$ cat src/rtl/viterbi_if.sv
// viterbi_if: symbol, mask-load and decision signals of viterbi_dec.
// The master drives symbols and masks; the decoder returns decisions.
interface viterbi_if #(
  parameter int N = 6
);
  logic [1:0]   load_mask;
  logic [N-1:0] mask;
  logic         in_valid;
  logic [1:0]   in_sym;
  logic         out_valid;
  logic         out_bit;

  modport master (
    output load_mask, mask, in_valid, in_sym,
    input  out_valid, out_bit
  );

  modport slave (
    input  load_mask, mask, in_valid, in_sym,
    output out_valid, out_bit
  );
endinterface

$ cat src/rtl/viterbi_dec.sv
// viterbi_dec: hard-decision rate-1/2 Viterbi decoder, register-exchange
// survivors, programmable generator masks shared with conv_enc.
module viterbi_dec #(
  parameter int N        = 6,
  parameter int TB_DEPTH = 30,
  parameter int METRIC_W = 8
) (
  input logic      clk,
  input logic      reset,
  viterbi_if.slave bus
);

  localparam int NS = 1 << (N - 1);
  localparam int SW = N - 1;
  localparam int CW = $clog2(TB_DEPTH + 1);

  localparam logic [METRIC_W-1:0] M_INIT =
    {2'b01, {(METRIC_W-2){1'b0}}};
  localparam logic [METRIC_W-1:0] M_MSB =
    {1'b1, {(METRIC_W-1){1'b0}}};
  localparam logic [CW-1:0] CNT_MAX = CW'(TB_DEPTH);
  localparam logic [CW-1:0] CNT_DEC = CW'(TB_DEPTH - 1);

  logic [N-1:0]          mask0;
  logic [N-1:0]          mask1;
  logic [METRIC_W-1:0]   metric [NS];
  logic [TB_DEPTH-1:0]   path   [NS];
  logic [CW-1:0]         cnt;

  logic [METRIC_W:0]     raw    [NS];
  logic                  sel    [NS];
  logic [METRIC_W-1:0]   nmet   [NS];
  logic [TB_DEPTH-1:0]   npath  [NS];
  logic                  all_hi;
  logic [METRIC_W-1:0]   clr;
  logic [SW-1:0]         best;
  logic [METRIC_W-1:0]   bmin;
  logic [CW-1:0]         cnt_nx;

  // Hamming distance between the received symbol and the
  // encoder output for register contents r.
  function automatic logic [1:0] bm_f(
    input logic [N-1:0] r,
    input logic [1:0]   sym,
    input logic [N-1:0] g0,
    input logic [N-1:0] g1
  );
    logic [1:0] x;
    x = sym ^ {^(r & g1), ^(r & g0)};
    return {1'b0, x[0]} + {1'b0, x[1]};
  endfunction

  // One add-compare-select cell per destination state T.
  // Predecessors are {T[N-3:0], b}; the decoded bit is T[N-2].
  for (genvar t = 0; t < NS; t++) begin : g_acs
    localparam logic [SW-1:0] TV = SW'(t);
    localparam logic [SW-1:0] S0 = {TV[SW-2:0], 1'b0};
    localparam logic [SW-1:0] S1 = {TV[SW-2:0], 1'b1};

    logic [1:0]        bm0;
    logic [1:0]        bm1;
    logic [METRIC_W:0] c0;
    logic [METRIC_W:0] c1;

    assign bm0 = bm_f({TV[SW-1], S0}, bus.in_sym, mask0, mask1);
    assign bm1 = bm_f({TV[SW-1], S1}, bus.in_sym, mask0, mask1);
    assign c0  = {1'b0, metric[S0]} + (METRIC_W+1)'(bm0);
    assign c1  = {1'b0, metric[S1]} + (METRIC_W+1)'(bm1);

    // ties go to the b = 0 predecessor
    assign sel[t] = (c1 < c0);
    assign raw[t] = sel[t] ? c1 : c0;

    assign npath[t] = {
      (sel[t] ? path[S1][TB_DEPTH-2:0] : path[S0][TB_DEPTH-2:0]),
      TV[SW-1]
    };

    // bit METRIC_W cannot be reached while the spread stays
    // bounded; saturating keeps the metric monotone regardless
    assign nmet[t] = raw[t][METRIC_W] ? '1
                   : (raw[t][METRIC_W-1:0] & ~clr);
  end

  // Normalise by dropping the MSB once every new metric has it set.
  always_comb begin
    all_hi = 1'b1;
    for (int t = 0; t < NS; t++) begin
      all_hi = all_hi & raw[t][METRIC_W-1];
    end
    clr = all_hi ? M_MSB : '0;
  end

  // Best state: smallest new metric, lowest index on a tie.
  always_comb begin
    best = '0;
    bmin = nmet[0];
    for (int t = 1; t < NS; t++) begin
      if (nmet[t] < bmin) begin
        bmin = nmet[t];
        best = SW'(t);
      end
    end
  end

  // Saturating count of accepted symbols since restart.
  always_comb begin
    cnt_nx = (cnt == CNT_MAX) ? cnt : cnt + 1'b1;
  end

  // Masks, trellis state and the registered decision.
  always_ff @(posedge clk) begin
    if (reset) begin
      mask0         <= '0;
      mask1         <= '0;
      cnt           <= '0;
      bus.out_valid <= 1'b0;
      bus.out_bit   <= 1'b0;
      for (int t = 0; t < NS; t++) begin
        metric[t] <= (t == 0) ? '0 : M_INIT;
        path[t]   <= '0;
      end
    end else if (bus.load_mask != 2'b00) begin
      if (bus.load_mask[0]) mask0 <= bus.mask;
      if (bus.load_mask[1]) mask1 <= bus.mask;
      cnt           <= '0;
      bus.out_valid <= 1'b0;
      for (int t = 0; t < NS; t++) begin
        metric[t] <= (t == 0) ? '0 : M_INIT;
        path[t]   <= '0;
      end
    end else if (bus.in_valid) begin
      cnt           <= cnt_nx;
      bus.out_valid <= (cnt >= CNT_DEC);
      bus.out_bit   <= npath[best][TB_DEPTH-1];
      for (int t = 0; t < NS; t++) begin
        metric[t] <= nmet[t];
        path[t]   <= npath[t];
      end
    end else begin
      bus.out_valid <= 1'b0;
    end
  end

endmodule
$ cat src/flat_wrapper.sv
// flat-port wrapper written by rule: the top's interface ports become plain ports
module viterbi_dec_flat 
#(
  parameter int N        = 6,
  parameter int TB_DEPTH = 30,
  parameter int METRIC_W = 8
)
  (clk, reset, bus_load_mask, bus_mask, bus_in_valid, bus_in_sym, bus_out_valid, bus_out_bit);
  viterbi_if #(.N(N)) bus_i ();
  input logic clk;
  input logic reset;
  input wire logic [$bits(bus_i.load_mask)-1:0] bus_load_mask;
  input wire logic [$bits(bus_i.mask)-1:0] bus_mask;
  input wire logic [$bits(bus_i.in_valid)-1:0] bus_in_valid;
  input wire logic [$bits(bus_i.in_sym)-1:0] bus_in_sym;
  output wire logic [$bits(bus_i.out_valid)-1:0] bus_out_valid;
  output wire logic [$bits(bus_i.out_bit)-1:0] bus_out_bit;
  assign bus_i.load_mask = bus_load_mask;
  assign bus_i.mask = bus_mask;
  assign bus_i.in_valid = bus_in_valid;
  assign bus_i.in_sym = bus_in_sym;
  assign bus_out_valid = bus_i.out_valid;
  assign bus_out_bit = bus_i.out_bit;
  viterbi_dec #(.N(N), .TB_DEPTH(TB_DEPTH), .METRIC_W(METRIC_W)) u_core (.clk(clk), .reset(reset), .bus(bus_i));
endmodule
$ cat config.mk
export PLATFORM = sky130hd
export DESIGN_NAME = viterbi_dec_flat
export DESIGN_NICKNAME = d
export VERILOG_FILES = /design/src/rtl/viterbi_if.sv /design/src/rtl/viterbi_dec.sv /design/src/flat_wrapper.sv
export SDC_FILE = /design/constraint.sdc
export NUM_CORES = 2
export LEC_CHECK = 0
export BUFFER_PORTS_ARGS = -buffer_cell sky130_fd_sc_hd__clkbuf_2
export CAP_MARGIN = 30
export CORE_ASPECT_RATIO = 0.7
export CORE_MARGIN = 2
export CORE_UTILIZATION = 60
export DETAILED_ROUTE_END_ITERATION = 8
export PLACE_DENSITY = 0.73
export REMOVE_ABC_BUFFERS = 1
export SYNTH_ARGS = -nofsm -noshare
export SYNTH_HDL_FRONTEND = slang
export SYNTH_SLANG_ARGS = --single-unit
$ cat constraint.sdc
create_clock -name clk -period 140.1 [get_ports clk]
set_clock_uncertainty 0.15 [all_clocks]
set_input_delay 7.005 -clock clk [delete_from_list [all_inputs] [get_ports clk]]
set_output_delay 7.005 -clock clk [all_outputs]
set_load 0.005 [all_outputs]
==> impl_metrics.tcl <==
set metrics [dict create \
    multi_input_area_um2 43310 \
    fin_crit_sh_pct 59.63 \
    max_freq_mhz 11.97 \
    rsz0062_at_grt "no" \
    gp_congestion 1.042 \
    viasPerCell 6.485 \
    yosysWarnings 0 \
    postCtsHoldBufs 0 \
    nFillCells 10096 \
    die_area_um2 134600 \
    ys_seq_area_share_pct 41.71 \
    grtUsageTotal_pct 38.98 \
    initial_core_util_pct 60.42 \
    ant_nets 0 \
    antenna_found_initial 11 \
    synth.avg_cell_area_um2 9.895 \
    clockBufferDepth 3 \
    max-cap-violations 0 \
    drt_iter0_drc 8721 \
    synth_area_leaders "edfxtp_1 (40%), mux2i_1 (13%), ha_1 (7.7%)" \
    synthFlopType "edfxtp_1" \
    core_um2 130700 \
    setup_violations 0 \
    post_cts_buffers 0 \
    utilization_pct 65.01 \
    placed_cell_area_um2 81300 \
    max_stage_delay_ns 0.79 \
    grt_pass1_wl_um 390300 \
    finalInstanceArea_um2 84960 \
    cp.required_ns 140.59 \
    crit_path_frequent_cell "a21oi_1" \
    fp.dieH_um 307.5 \
    grt_max_degree 251 \
    hp-class "reg -> reg" \
    maxSlewViolCount 0 \
    critical_path.max_fanout 21 \
    cts_resized 0 \
    period_minus_slack_ns 83.54 \
    cts_inserted_buffers 108 \
    crit_path_start_kind "input port" \
    seqCellArea_um2 32930 \
    vias 62991 \
    drive_gt1_share_pct 6.698 \
    slew_headroom_pct 14.81 \
    io_buffers 14 \
    clk_latency_ns 0.77 \
    synth_most_common_cell "nor2_1" \
    htreeDepth 3 \
    row_count 111 \
    slowest_stage "o211ai_1" \
    finalHoldViolations 0 \
    clk_transition_reported_paths_ns 0.07 \
    syn_to_final_growth_pct 7.593 \
    synth-edff-count 1062 \
    outcome "finished, final reports clean" \
    arrival_ns 84.03 \
    synth.cell_area_um2 78960 \
    grt_pass1_vias 59656 \
    dr.pass1.iters 8 \
    grt_overflow_total 0 \
    ys_ff_latch 1114 \
    synth_top_cell_by_area "edfxtp_1" \
    pin_count 15 \
    worst_slew_pin_slew_ns 1.278 \
    final_net_count 8427 \
    synthTopCellsByCount "nor2_1 (1435), edfxtp_1 (1062), mux2i_1 (1040)" \
    synth_cells 7980 \
    final.setup.tns_ns 0 \
    wirelength_um 266100 \
    cts_tree "done" \
    crit_type "in -> reg" \
    cts_root_buf "clkbuf_16" \
    cts.sinks 1114 \
    hpwl_um 202000 \
    die-width_um 437.6 \
    wire_per_inst_um 27.39 \
    drcViolationCount 0 \
    synthArstFlopShare_pct 0 \
    yosys.area.top_type_share_pct 40.39 \
    worstSetupEndpointType "flip-flop" \
    yosysUniqueCellTypes 121 \
]
==> logic make-up after synthesis <==
kind of cell               Yosys count  share of synthesized area (%)
xor gates and xnor gates           541                          6.001
DFF                               1114                          41.71
muxes                             1102                          14.11
and+or+nand+nor                   2746                          15.64
AOI/OAI and AO/OA                 1095                          9.074
other                                1                       0.004749
buffers and inverters              819                          3.990
adders and majority gates          562                          9.478
==> sequential cells by signal, indices dropped and copies added, names as in the netlist <==
signal                flops
u_core.bus.out_bit        1
u_core.path             839
u_core.metric           256
u_core.mask0              6
u_core.cnt                5
u_core.mask1              6
u_core.bus.out_valid      1
==> layout by cell type (no fill, tap or decap), types with 63 or more instances in the layout <==
master / netlist / final
nand4_1: 75 / 75
a21oi_1: 374 / 345
fa_1: 64 / 64
o21ai_0: 216 / 215
nor2_1: 1435 / 1432
buf_4: 4 / 126
nor2b_1: 103 / 103
and3_1: 63 / 63
ha_1: 484 / 484
nand2b_1: 146 / 146
mux2i_1: 1040 / 1040
nand2_1: 414 / 410
a21o_1: 106 / 106
xor2_1: 299 / 299
edfxtp_1: 1062 / 1062
clkbuf_16: 0 / 109
and2_1: 78 / 78
nand3_1: 267 / 267
xnor2_1: 242 / 240
inv_1: 431 / 430
==> layer usage <==
layer,up-vias,wire length [um],track usage [%]
li1,28045,-,-
met1,30795,119300,60.88
met2,3763,104100,52.33
met3,384,34320,10.16
met4,4,8060,11.35
met5,-,276,0
==> path summary, 6_finish.rpt <==
kind | start | endpoint | slack [ns] | cells after the start
min | u_core.path[16][0] | u_core.path[16][0] | 0.35 | 2
max reg2reg | u_core.mask0[4] | u_core.bus.out_bit | 62.64 | 303
max | bus_in_sym[1] | u_core.bus.out_bit | 56.56 | 303
min reg2reg | u_core.path[16][0] | u_core.path[16][0] | 0.35 | 2
==> layout make-up <==
class,instances,area share (%)
multi-input combinational,6048,50.98
sequential,1114,38.76
clock buffer,133,3.317
tap,1751,2.579
inverter,436,1.926
timing repair buffer,158,1.592
clock inverter,69,0.8351
antenna,4,0.01178
==> critical path, delay by kind of cell <==
family / cells / cell delay, ns
multiplexers: 15 / 6.05
AO/OA/AOI/OAI: 140 / 36.16
XOR/XNOR: 4 / 1.97
AND/OR/NAND/NOR: 97 / 19.43
buffers and inverters: 13 / 2.70
adder cells (fa/ha/maj): 34 / 10.57
==> metrics by stage <==
step / cells / setup slack, ns / hold WS [ns]
global placement: 9482 / 58.07 / 0.2955
global route: 9709 / 50.71 / 0.3870
floorplan: 7598 / 68.97 / 0.2860
detailed placement: 9499 / 57.69 / 0.3138
CTS: 9701 / 58.28 / 0.3559
finish: 9713 / 56.56 / 0.3462
Power is left out: the tool's default activity adds up to more than one toggle a clock period on the data nets, which glitch-free logic cannot reach.
